===== src/rtl/corr_pkt_rx_if.sv =====
// Byte-pipe input and parallel-record output bundle of the correlator packet receiver.
// The slave modport is the receiver; the master modport is the byte source and record consumer.
interface corr_pkt_rx_if;
  logic [7:0] i_bp_data;
  logic       i_bp_valid;
  logic       o_bp_ready;
  logic [7:0] o_winNum;
  logic [7:0] o_countX;
  logic [7:0] o_countY;
  logic [7:0] o_countIsect;
  logic [7:0] o_countSymdiff;
  logic       o_pkt_valid;
  logic       i_pkt_ready;
  logic       o_seqErr;
  logic [7:0] o_nDropped;
  logic       o_timeout;

  modport slave (
    input  i_bp_data, i_bp_valid, i_pkt_ready,
    output o_bp_ready, o_winNum, o_countX, o_countY, o_countIsect, o_countSymdiff,
           o_pkt_valid, o_seqErr, o_nDropped, o_timeout
  );

  modport master (
    output i_bp_data, i_bp_valid, i_pkt_ready,
    input  o_bp_ready, o_winNum, o_countX, o_countY, o_countIsect, o_countSymdiff,
           o_pkt_valid, o_seqErr, o_nDropped, o_timeout
  );
endinterface


===== src/rtl/corr_pkt_rx.sv =====
// Reassembles 5-byte correlator window packets into a parallel record and tracks winNum continuity.
// Optional mid-packet idle timeout enabled by defining CORR_PKT_RX_TIMEOUT_EN.
module corr_pkt_rx #(
  parameter int unsigned TIMEOUT_CYCLES = 256
) (
  input  logic        i_clk,
  input  logic        i_rst,
  input  logic        i_cg,
  input  logic        i_resync,
  corr_pkt_rx_if.slave bus
);

  typedef enum logic [2:0] {B0, B1, B2, B3, B4, HOLD} state_t;

  state_t     state;
  logic [7:0] winNum, countX, countY, countIsect, countSymdiff;
  logic [7:0] nDropped, expected;
  logic       seqErr, seqKnown, timeout;
  logic       bpReady, accept, tmoHit;
  logic [8:0] dropSum;

  assign bpReady = i_rst && i_cg && (state != HOLD);
  // ready stays as advertised during resync, but the byte is still discarded
  assign accept  = bus.i_bp_valid && bpReady && !i_resync;
  assign dropSum = {1'b0, nDropped} + {1'b0, winNum - expected};

`ifdef CORR_PKT_RX_TIMEOUT_EN
  localparam int unsigned TmoW = $clog2(TIMEOUT_CYCLES) + 1;
  logic [TmoW-1:0] tmoCnt;

  assign tmoHit = (state inside {B1, B2, B3, B4}) && !accept &&
                  (tmoCnt == TmoW'(TIMEOUT_CYCLES - 1));

  always_ff @(posedge i_clk) begin
    if (!i_rst) begin
      tmoCnt <= '0;
    end else if (i_cg) begin
      if (i_resync || accept || tmoHit || state == B0 || state == HOLD)
        tmoCnt <= '0;
      else
        tmoCnt <= tmoCnt + 1'b1;
    end
  end
`else
  logic unusedTmo;
  assign unusedTmo = (TIMEOUT_CYCLES == 0);
  assign tmoHit    = 1'b0;
`endif

  always_ff @(posedge i_clk) begin
    if (!i_rst) begin
      state        <= B0;
      winNum       <= '0;
      countX       <= '0;
      countY       <= '0;
      countIsect   <= '0;
      countSymdiff <= '0;
      nDropped     <= '0;
      expected     <= '0;
      seqErr       <= 1'b0;
      seqKnown     <= 1'b0;
      timeout      <= 1'b0;
    end else if (i_cg) begin
      seqErr  <= 1'b0;
      timeout <= 1'b0;
      if (i_resync) begin
        state    <= B0;
        seqKnown <= 1'b0;
      end else if (tmoHit) begin
        state    <= B0;
        seqKnown <= 1'b0;
        timeout  <= 1'b1;
      end else begin
        case (state)
          B0: if (accept) begin winNum     <= bus.i_bp_data; state <= B1; end
          B1: if (accept) begin countX     <= bus.i_bp_data; state <= B2; end
          B2: if (accept) begin countY     <= bus.i_bp_data; state <= B3; end
          B3: if (accept) begin countIsect <= bus.i_bp_data; state <= B4; end
          B4: if (accept) begin
            countSymdiff <= bus.i_bp_data;
            state        <= HOLD;
            expected     <= winNum + 8'd1;
            seqKnown     <= 1'b1;
            // gap counted modulo 256, accumulator saturates at 255
            if (seqKnown && winNum != expected) begin
              seqErr   <= 1'b1;
              nDropped <= dropSum[8] ? 8'hFF : dropSum[7:0];
            end
          end
          HOLD: if (bus.i_pkt_ready) state <= B0;
          default: state <= B0;
        endcase
      end
    end
  end

  assign bus.o_bp_ready     = bpReady;
  assign bus.o_winNum       = winNum;
  assign bus.o_countX       = countX;
  assign bus.o_countY       = countY;
  assign bus.o_countIsect   = countIsect;
  assign bus.o_countSymdiff = countSymdiff;
  assign bus.o_pkt_valid    = (state == HOLD);
  assign bus.o_seqErr       = seqErr;
  assign bus.o_nDropped     = nDropped;
  assign bus.o_timeout      = timeout;

endmodule


===== src/flat_wrapper.sv =====
// flat-port wrapper written by rule: the top's interface ports become plain ports
module corr_pkt_rx_flat 
#(
  parameter int unsigned TIMEOUT_CYCLES = 256
)
  (i_clk, i_rst, i_cg, i_resync, bus_i_bp_data, bus_i_bp_valid, bus_i_pkt_ready, bus_o_bp_ready, bus_o_winNum, bus_o_countX, bus_o_countY, bus_o_countIsect, bus_o_countSymdiff, bus_o_pkt_valid, bus_o_seqErr, bus_o_nDropped, bus_o_timeout);
  corr_pkt_rx_if bus_i ();
  input  logic i_clk;
  input  logic i_rst;
  input  logic i_cg;
  input  logic i_resync;
  input wire logic [$bits(bus_i.i_bp_data)-1:0] bus_i_bp_data;
  input wire logic [$bits(bus_i.i_bp_valid)-1:0] bus_i_bp_valid;
  input wire logic [$bits(bus_i.i_pkt_ready)-1:0] bus_i_pkt_ready;
  output wire logic [$bits(bus_i.o_bp_ready)-1:0] bus_o_bp_ready;
  output wire logic [$bits(bus_i.o_winNum)-1:0] bus_o_winNum;
  output wire logic [$bits(bus_i.o_countX)-1:0] bus_o_countX;
  output wire logic [$bits(bus_i.o_countY)-1:0] bus_o_countY;
  output wire logic [$bits(bus_i.o_countIsect)-1:0] bus_o_countIsect;
  output wire logic [$bits(bus_i.o_countSymdiff)-1:0] bus_o_countSymdiff;
  output wire logic [$bits(bus_i.o_pkt_valid)-1:0] bus_o_pkt_valid;
  output wire logic [$bits(bus_i.o_seqErr)-1:0] bus_o_seqErr;
  output wire logic [$bits(bus_i.o_nDropped)-1:0] bus_o_nDropped;
  output wire logic [$bits(bus_i.o_timeout)-1:0] bus_o_timeout;
  assign bus_i.i_bp_data = bus_i_bp_data;
  assign bus_i.i_bp_valid = bus_i_bp_valid;
  assign bus_i.i_pkt_ready = bus_i_pkt_ready;
  assign bus_o_bp_ready = bus_i.o_bp_ready;
  assign bus_o_winNum = bus_i.o_winNum;
  assign bus_o_countX = bus_i.o_countX;
  assign bus_o_countY = bus_i.o_countY;
  assign bus_o_countIsect = bus_i.o_countIsect;
  assign bus_o_countSymdiff = bus_i.o_countSymdiff;
  assign bus_o_pkt_valid = bus_i.o_pkt_valid;
  assign bus_o_seqErr = bus_i.o_seqErr;
  assign bus_o_nDropped = bus_i.o_nDropped;
  assign bus_o_timeout = bus_i.o_timeout;
  corr_pkt_rx #(.TIMEOUT_CYCLES(TIMEOUT_CYCLES)) u_core (.i_clk(i_clk), .i_rst(i_rst), .i_cg(i_cg), .i_resync(i_resync), .bus(bus_i));
endmodule

===== config.mk =====
export PLATFORM = sky130hd
export DESIGN_NAME = corr_pkt_rx_flat
export DESIGN_NICKNAME = d
export VERILOG_FILES = /design/src/rtl/corr_pkt_rx_if.sv /design/src/rtl/corr_pkt_rx.sv /design/src/flat_wrapper.sv
export SDC_FILE = /design/constraint.sdc
export NUM_CORES = 1
export LEC_CHECK = 0
export ABC_AREA = 0
export BUFFER_PORTS_ARGS = -buffer_cell sky130_fd_sc_hd__buf_2
export CAP_MARGIN = 15
export CORE_ASPECT_RATIO = 0.9
export CORE_MARGIN = 2
export CORE_UTILIZATION = 45
export CTS_CLUSTER_DIAMETER = 40
export DETAILED_ROUTE_END_ITERATION = 10
export GPL_TIMING_DRIVEN = 0
export HOLD_SLACK_MARGIN = 0.1
export PLACE_DENSITY = 0.76
export SKIP_CTS_REPAIR_TIMING = 1
export SLEW_MARGIN = 20
export SYNTH_ARGS = -nofsm -noshare
export SYNTH_HDL_FRONTEND = slang
export SYNTH_SLANG_ARGS = --single-unit

===== constraint.sdc =====
create_clock -name i_clk -period 7.75 [get_ports i_clk]
set_input_delay 1.55 -clock i_clk [delete_from_list [all_inputs] [get_ports i_clk]]
set_output_delay 1.55 -clock i_clk [all_outputs]
set_load 0.02 [all_outputs]

After elaboration in Yosys (flattened, before gate mapping)
Index checks and enable logic that the tools add are counted.
Widths: inputs -> output; s select.

operators by class
  $add $sub $neg = 3
  equality and inequality tests = 13
  mux-type cells = 16
  bitwise gates (word level) = 1
  reduce and logical (&&, ||, !) cells = 17

operators by type and width
  operator             number
  $mux 3               7
  $reduce_and 4->1     5
  $pmux 3 s6           1
  $ne 3x2->1 const B   5
  $add 8x8->9          1
  $add 8x1->8 const B  1
  $mux 8               1
  $ne 8x8->1           1
  $sub 8x8->8          1
  $mux 1               7
  $reduce_and 7->1     1
  $eq 3x2->1 const B   2
  $eq 3x3->1 const B   2
  $ne 3x3->1 const B   2
  $logic_and 1x1->1    5
  $reduce_and 5->1     1
  $reduce_bool 2->1    2
  $eq 3x1->1 const B   1
  $logic_not 3->1      1
  $reduce_and 3->1     1
  $logic_not 1->1      1
  $not 1->1            1

storage, ports and cells
  bits in registers = 61
  input port bits = 14

Longest topological paths before layout
Gate-level depths: netlist of run 1.

  depth after elaboration = 7
  gate-level depth with buffers = 14
  gate-level depth less buffers = 14

Worst setup path after synthesis of run 1
No wires, ideal clock.

  kind = input to output
  from = input i_rst
  to = output bus_o_bp_ready
  data arrival time = 1.968 ns
  slack = 4.232 ns
  stages = 2
  path through = buf_2 and3_1

between the ends
  cells in the longest elaborated chain, start to end = 2

RTL lines
  element                          RTL line            text
  start, declared                  flat_wrapper.sv:9   input logic i_rst;
  $logic_and 1x1->1 (2 in series)  corr_pkt_rx.sv:22   assign bpReady = i_rst && i_cg && (state != HOLD);
  end, declared                    flat_wrapper.sv:15  output wire logic [$bits(bus_i.o_bp_ready)-1:0] bus_o_bp_ready;

Every way passes these cells.

Worst setup path after layout of run 1
Ends and elaborated chain as after synthesis.

==> results of run 1 <==
==> tightest hold or removal path: stages (launching register included) <==
cell      delay, ns
dfxtp_1        0.31
nand2_1        0.05
a21boi_0       0.06
==> cell usage in the layout (no fill, tap or decap), types with 12 or more instances in the layout <==
cell / Yosys / layout
nor2b_1: 38 / 38
mux2i_1: 34 / 34
buf_2: 3 / 67
dfxtp_1: 61 / 61
ha_1: 16 / 16
nor2_1: 12 / 12
nand2_1: 30 / 30
inv_1: 15 / 15
==> cell families (layout without fill, tap and decap cells) <==
| kind of cell | count (synthesis) | after routing | share of synthesized area (%) |
|---|---|---|---|
| other cells | 1 | 1 | 0.119 |
| xor+xnor | 16 | 16 | 4.45 |
| mux | 34 | 34 | 10.8 |
| flops | 61 | 61 | 38.8 |
| simple gates | 107 | 107 | 18.5 |
| fa+ha+maj | 18 | 18 | 7.63 |
| compound gates | 62 | 62 | 15.0 |
| buf+inv | 32 | 112 | 4.69 |
==> metal layers <==
layer  wire [microns]  GRT usage, %  share of wire [%]  vias to the layer above
met5                0             0                  0                        -
met4               75          6.92                1.0                        0
met3              283          4.72                3.9                        6
met2             3290          30.3                 46                       53
met1             3540          25.9                 49                     1234
li1                 -             -                  -                     1307
==> per-stage QoR <==
| step | setup WS, ns | instances | hold slack, ns | power [mW] | instance area [sq um] |
|---|---|---|---|---|---|
| 6_report | 4.06 | 501 | 0.459 | 0.639 | 3780 |
| 3_3_place_gp | 4.07 | 485 | 0.448 | 0.364 | 3580 |
| 3_5_place_dp | 4.06 | 485 | 0.459 | 0.365 | 3580 |
| 4_1_cts | 4.06 | 501 | 0.467 | 0.646 | 3780 |
| 5_1_grt | 4.02 | 501 | 0.487 | 0.667 | 3780 |
| 2_1_floorplan | 4.23 | 331 | 0.437 | 0.350 | 3150 |
==> power by group <==
group | internal, mW | switching (mW) | total, mW
registers | 0.314 | 0.00192 | 0.316
clock network | 0.156 | 0.125 | 0.281
logic | 0.0172 | 0.0245 | 0.0417
==> state kept, by name (all words and copies together) (netlist names) <==
signal and flops:
u_core.seqKnown 1, u_core.expected 8, u_core.state 3, u_core.bus.o_nDropped 8, u_core.bus.o_countIsect 8, u_core.bus.o_countSymdiff 8, u_core.bus.o_countY 8, u_core.bus.o_winNum 8
u_core.bus.o_countX 8, u_core.bus.o_seqErr 1
==> final timing paths <==
path                                 to  cells after the start
max                      bus_o_bp_ready                      4
min          u_core.bus.o_countIsect[6]                      2
min reg2reg  u_core.bus.o_countIsect[6]                      2
max reg2reg    u_core.bus.o_nDropped[6]                     14
==> final cells by class <==
cell class	count	area, sq um	area share [%]
multi-input combinational	238	1780	47.0
sequential	61	1220	32.3
timing repair buffer	64	320	8.47
clock buffer	10	138	3.64
tap	90	113	2.98
buffer	17	91.3	2.42
clock inverter	6	62.6	1.66
inverter	15	56.3	1.49
==> synthesized netlist by cell type (2+ instances only) <==
library cell / count
buf_4: 4
xnor2_1: 10
nor3_1: 3
nand4_1: 4
a21o_1: 3
dfxtp_1: 61
o221a_1: 2
a21oi_1: 7
buf_2: 3
o211a_1: 6
o221a_2: 3
o21ai_0: 6
mux2i_1: 34
inv_1: 15
fa_1: 2
nand3_1: 6
clkbuf_1: 7
and3_1: 3
xor2_1: 6
a31oi_1: 6
o21ai_1: 3
nand2_1: 30
ha_1: 16
nor2_1: 12
a21boi_0: 10
o21a_1: 3
and4_1: 2
o2111ai_1: 2
o211ai_1: 2
nor2b_1: 38
==> results.toml, run 1 <==
[synth]
ys_ff_latch = 61
synth.area.top_cells = "dfxtp_1 39%, mux2i_1 11%, nor2b_1 7.6%, ha_1 6.4%, nand2_1 3.6%"
netlist.area_leader.share_pct = 38.8
yosysTopAreaCell = "dfxtp_1"
synthDistinctLibCells = 52
ys_async_sr_fraction_pct = 0
yosys_warnings = 0
postSynth.topFlopCell = "dfxtp_1"
syn_avg_cell_area_sq_um = 9.51
syn_area_sq_um = 3150
syn_inst = 331
synth_edf_count = 0
synth_nets = 363
yosysSeqAreaShare_pct = 38.8

[die]
core_sq_um = 6660
initial_core_util_pct = 47.3
die_w_microns = 92.1
die_y_microns = 83.3
pin_count = 66
die_area_sq_um = 7680
rows = 28

[detailed_routing]
final_antenna_net_count = 0
vias = 2600
avgViaCountPerCell = 5.19
finalWirelength_mm = 7.19
post-route-drc-count = 0
drt_iter0_drc = 92
drt-wirelength-per-cell_microns = 14.3
drt_pass1_iterations = 4

[setup_path]
startpoint_type = "input port"
path_max_fanout = 10
r2r_start = "u_core.bus.o_winNum[0]"
max_stage_delay_ns = 0.18
crit_required_ns = 6.20
path_buf_inv = 3
path_cells = "buf_2 > buf_2 > and3_1 > buf_2"
cp-end-kind = "output pin"
r2r_setup_slack_ns = 4.31
slowest_stage = "buf_2"
worstPathArrival_ns = 2.14
worstSetupStartpoint = "i_rst"
crit_top_cell = "buf_2"
crit_family = "buffers and inverters"
worstSetupPathType = "in2out"

[layout]
drive_gt1_share_pct = 23.6
fill_cells = 621
nNetsFinal = 438
n_antenna_cell = 0
syn_to_final_growth_pct = 20.1
final_util_pct = 56.8

[clock_tree]
clock_sinks = 61
cts-root-buf = "clkbuf_8"
clk_path_buf_depth = 2
htreeDepth = 3
clk_latency_ns = 0.34
path_clk_slew_ns = 0.07
numCtsBuffers = 9
tritoncts = "yes"

[timing]
max_slew_margin_pct = 57.5
worstMarginPinSlew_ns = 0.636
rsz0062_at_grt = "false"
min_period_ns = 3.69
fmax_mhz = 271
tns_ns = 0
setup_violations = 0
post-route-period-util_pct = 47.6
fin_skew_ns = 0.0121
finalHoldViolCount = 0
drv_slew = 0

[global_routing]
grt_use_total_pct = 19.4
antenna_found_initial = 0
grt_max_degree = 12
grt_first_pass_wirelength_mm = 11.9
grt_pass1_vias = 2449
overflow = 0

[power_and_ir_drop]
ir_drop_uv = 116
leakage_nw = 1.72
p_per_area_nw_per_um2 = 169

[hold_path]
worstHoldPathType = "reg2reg"
min_from = "u_core.bus.o_countIsect[6]"

[status]
status = "complete, no violations"

[place]
place_hpwl_mm = 5.25
numPortBuffers = 64
gp_congestion = 0.882

[flow_run]
drv_cap = 0
No activity file was read; power rests on OpenSTA's default activity.
==> run 2, diff against run 1 <==
--- a/config.mk
+++ b/config.mk
@@ -5,7 +5,7 @@
 export SDC_FILE = /design/constraint.sdc
 export NUM_CORES = 1
 export LEC_CHECK = 0
-export ABC_AREA = 0
+export ABC_AREA = 1
 export BUFFER_PORTS_ARGS = -buffer_cell sky130_fd_sc_hd__buf_2
 export CAP_MARGIN = 15
 export CORE_ASPECT_RATIO = 0.9
==> constraint.sdc (replaced) <==
create_clock -name i_clk -period 3.8 [get_ports i_clk]
set_input_delay 0.76 -clock i_clk [delete_from_list [all_inputs] [get_ports i_clk]]
set_output_delay 0.76 -clock i_clk [all_outputs]
set_load 0.02 [all_outputs]
==> run 2 against run 1 <==
  * Clock-buffer cell count is the same
  * Via count grew 16%
  * Sequential share of layout area grew 0.50 points
  * Setup slack lost 3.6 ns
  * Global-route usage grew 2.1 points
  * Critical path depth grew 12
  * Final area shrank 1.5%
  * Final cell count grew 20%
  * Sequential power grew 110%
  * Clock skew shrank 0.0084 ns
  * Hold slack gained 0.023 ns
==> results.toml, run 2 <==
[synth]
yosysSeqAreaShare_pct = 39.6
synth_top_family_by_area = "simple AND/OR/NAND/NOR gates"
yosys-top-cells-count = "73 x nand2_1, 62 x inv_1, 61 x dfxtp_1"
synth.area.top_cells = "dfxtp_1 40%, a21oi_1 9.3%, nand2_1 8.9%, o21ai_0 8.1%, inv_1 7.6%"
yosys.area_share.simple_pct = 20.3
synth_compound_area_share_pct = 18.1
synthDistinctLibCells = 27
syn_area_sq_um = 3080
syn_avg_cell_area_sq_um = 7.18
netlist.area_leader.share_pct = 39.6
syn_inst = 429
synth-xor-area-share_pct = 3.69
synth_nets = 461
ys_ff_latch = 61
synthAdderAreaFrac_pct = 7.80
ys_async_sr_fraction_pct = 0
yosysTopAreaCell = "dfxtp_1"
yosys_warnings = 0
muxShareOfSynthArea_pct = 0
yosysMostFrequentCell = "nand2_1"
synth_edf_count = 0
postSynth.topFlopCell = "dfxtp_1"

[timing]
fmax_mhz = 299
drv_slew = 0
finalHoldViolCount = 0
worstMarginPinSlew_ns = 0.651
tns_ns = 0
hold_slack_ns = 0.483
max_slew_margin_pct = 56.6
setup_violations = 0
min_period_ns = 3.35
post-route-period-util_pct = 88.0
rsz0062_at_grt = "false"
fin_skew_ns = 0.00363

[clock_tree]
numCtsBuffers = 9
clk_path_buf_depth = 2
path_clk_slew_ns = 0.07
clock_sinks = 61
htreeDepth = 3
cts-root-buf = "clkbuf_8"
tritoncts = "yes"
clk_latency_ns = 0.34

[die]
pin_count = 66
die_y_microns = 82.5
initial_core_util_pct = 46.8
core_sq_um = 6590
rows = 28
die_area_sq_um = 7530
die_w_microns = 91.2

[setup_path]
crit_required_ns = 4.04
path_max_fanout = 8
cp-end-kind = "flip-flop"
worstSetupPathType = "reg2reg"
startpoint_type = "flip-flop"
worstPathArrival_ns = 3.59

[detailed_routing]
finalWirelength_mm = 7.81
drt_iter0_drc = 160
avgViaCountPerCell = 5.04
drt_pass1_iterations = 5
final_antenna_net_count = 0
drt-wirelength-per-cell_microns = 13.0
post-route-drc-count = 0
vias = 3019

[global_routing]
grt_first_pass_wirelength_mm = 12.8
overflow = 0
grt_pass1_vias = 2796
grt_use_total_pct = 21.4
antenna_found_initial = 0
grt_max_degree = 13

[layout]
n_antenna_cell = 0
syn_to_final_growth_pct = 20.8
drive_gt1_share_pct = 18.5
mostFrequentLayoutCells = "73 x nand2_1, 70 x buf_2, 62 x inv_1"
nNetsFinal = 536
final_common_cell = "nand2_1"

[place]
numPortBuffers = 64
gp_congestion = 0.821
place_hpwl_mm = 5.72

[power_and_ir_drop]
power.total_mw = 1.41
ir_drop_uv = 242
leakage_nw = 1.99
p_per_area_nw_per_um2 = 379

[hold_path]
worstHoldPathType = "reg2reg"

[flow_run]
drv_cap = 0

[status]
status = "complete, no violations"
## run 2: routing by layer
metal	track usage (%)	share of wire, %	vias to the layer above
met5	0	0	-
met4	5.45	0.81	0
met3	6.17	7.0	10
met2	37.5	47	96
met1	26.4	45	1377
li1	-	-	1536
## run 2: layout make-up
cell class                 count  area (sq um)
multi-input combinational    289          1540
buffer                        15          78.8
inverter                      64           240
fill                         659          2860
tap                           90           113
clock buffer                  10           138
sequential                    61          1220
timing repair buffer          64           320
clock inverter                 6          70.1
## run 2: final timing paths
path,startpoint,end,slack [ns],cells past startpoint
worst max-delay path,u_core.bus.o_winNum[0],u_core.bus.o_nDropped[6],0.45,16
worst min-delay path,u_core.bus.o_seqErr,u_core.bus.o_seqErr,0.48,2
worst max register to register,u_core.bus.o_winNum[0],u_core.bus.o_nDropped[6],0.45,16
worst min register to register,u_core.bus.o_seqErr,u_core.bus.o_seqErr,0.48,2
## run 2: cell families (layout without fill, tap and decap cells)
kind of cell    count (synthesis)  after routing
buf+inv                        79            159
other cells                     1              1
xor+xnor                       13             13
simple gates                  147            147
compound gates                110            110
flops                          61             61
fa+ha+maj                      18             18
## run 2: power by group
part	switching (mW)	internal, mW
Clock	0.281	0.325
Sequential	0.00975	0.647
Combinational	0.0943	0.0529
Total	0.385	1.02
## run 2: stage by stage
step                utilization [%]  cell area [sq um]  setup slack (ns)  cells
floorplan                         -               3080             0.853    429
global placement               53.4               3510             0.476    583
detailed placement             53.4               3510             0.453    583
CTS                            56.5               3720             0.451    599
global route                   56.5               3720             0.152    599
finish                         56.5               3720             0.455    599
## run 2: worst max-delay path, cell delays in order, from the launching register on
cell,delay [ns]
dfxtp_1,0.42
inv_1,0.07
ha_1,0.23
fa_1,0.41
o21ai_0,0.31
nand3_1,0.11
nand3b_1,0.11
xor2_1,0.17
ha_1,0.30
nand2_1,0.11
inv_1,0.05
nand2_1,0.06
nand2_1,0.04
a21oi_1,0.51
nand3_1,0.16
nor2_1,0.12
nor2_1,0.05
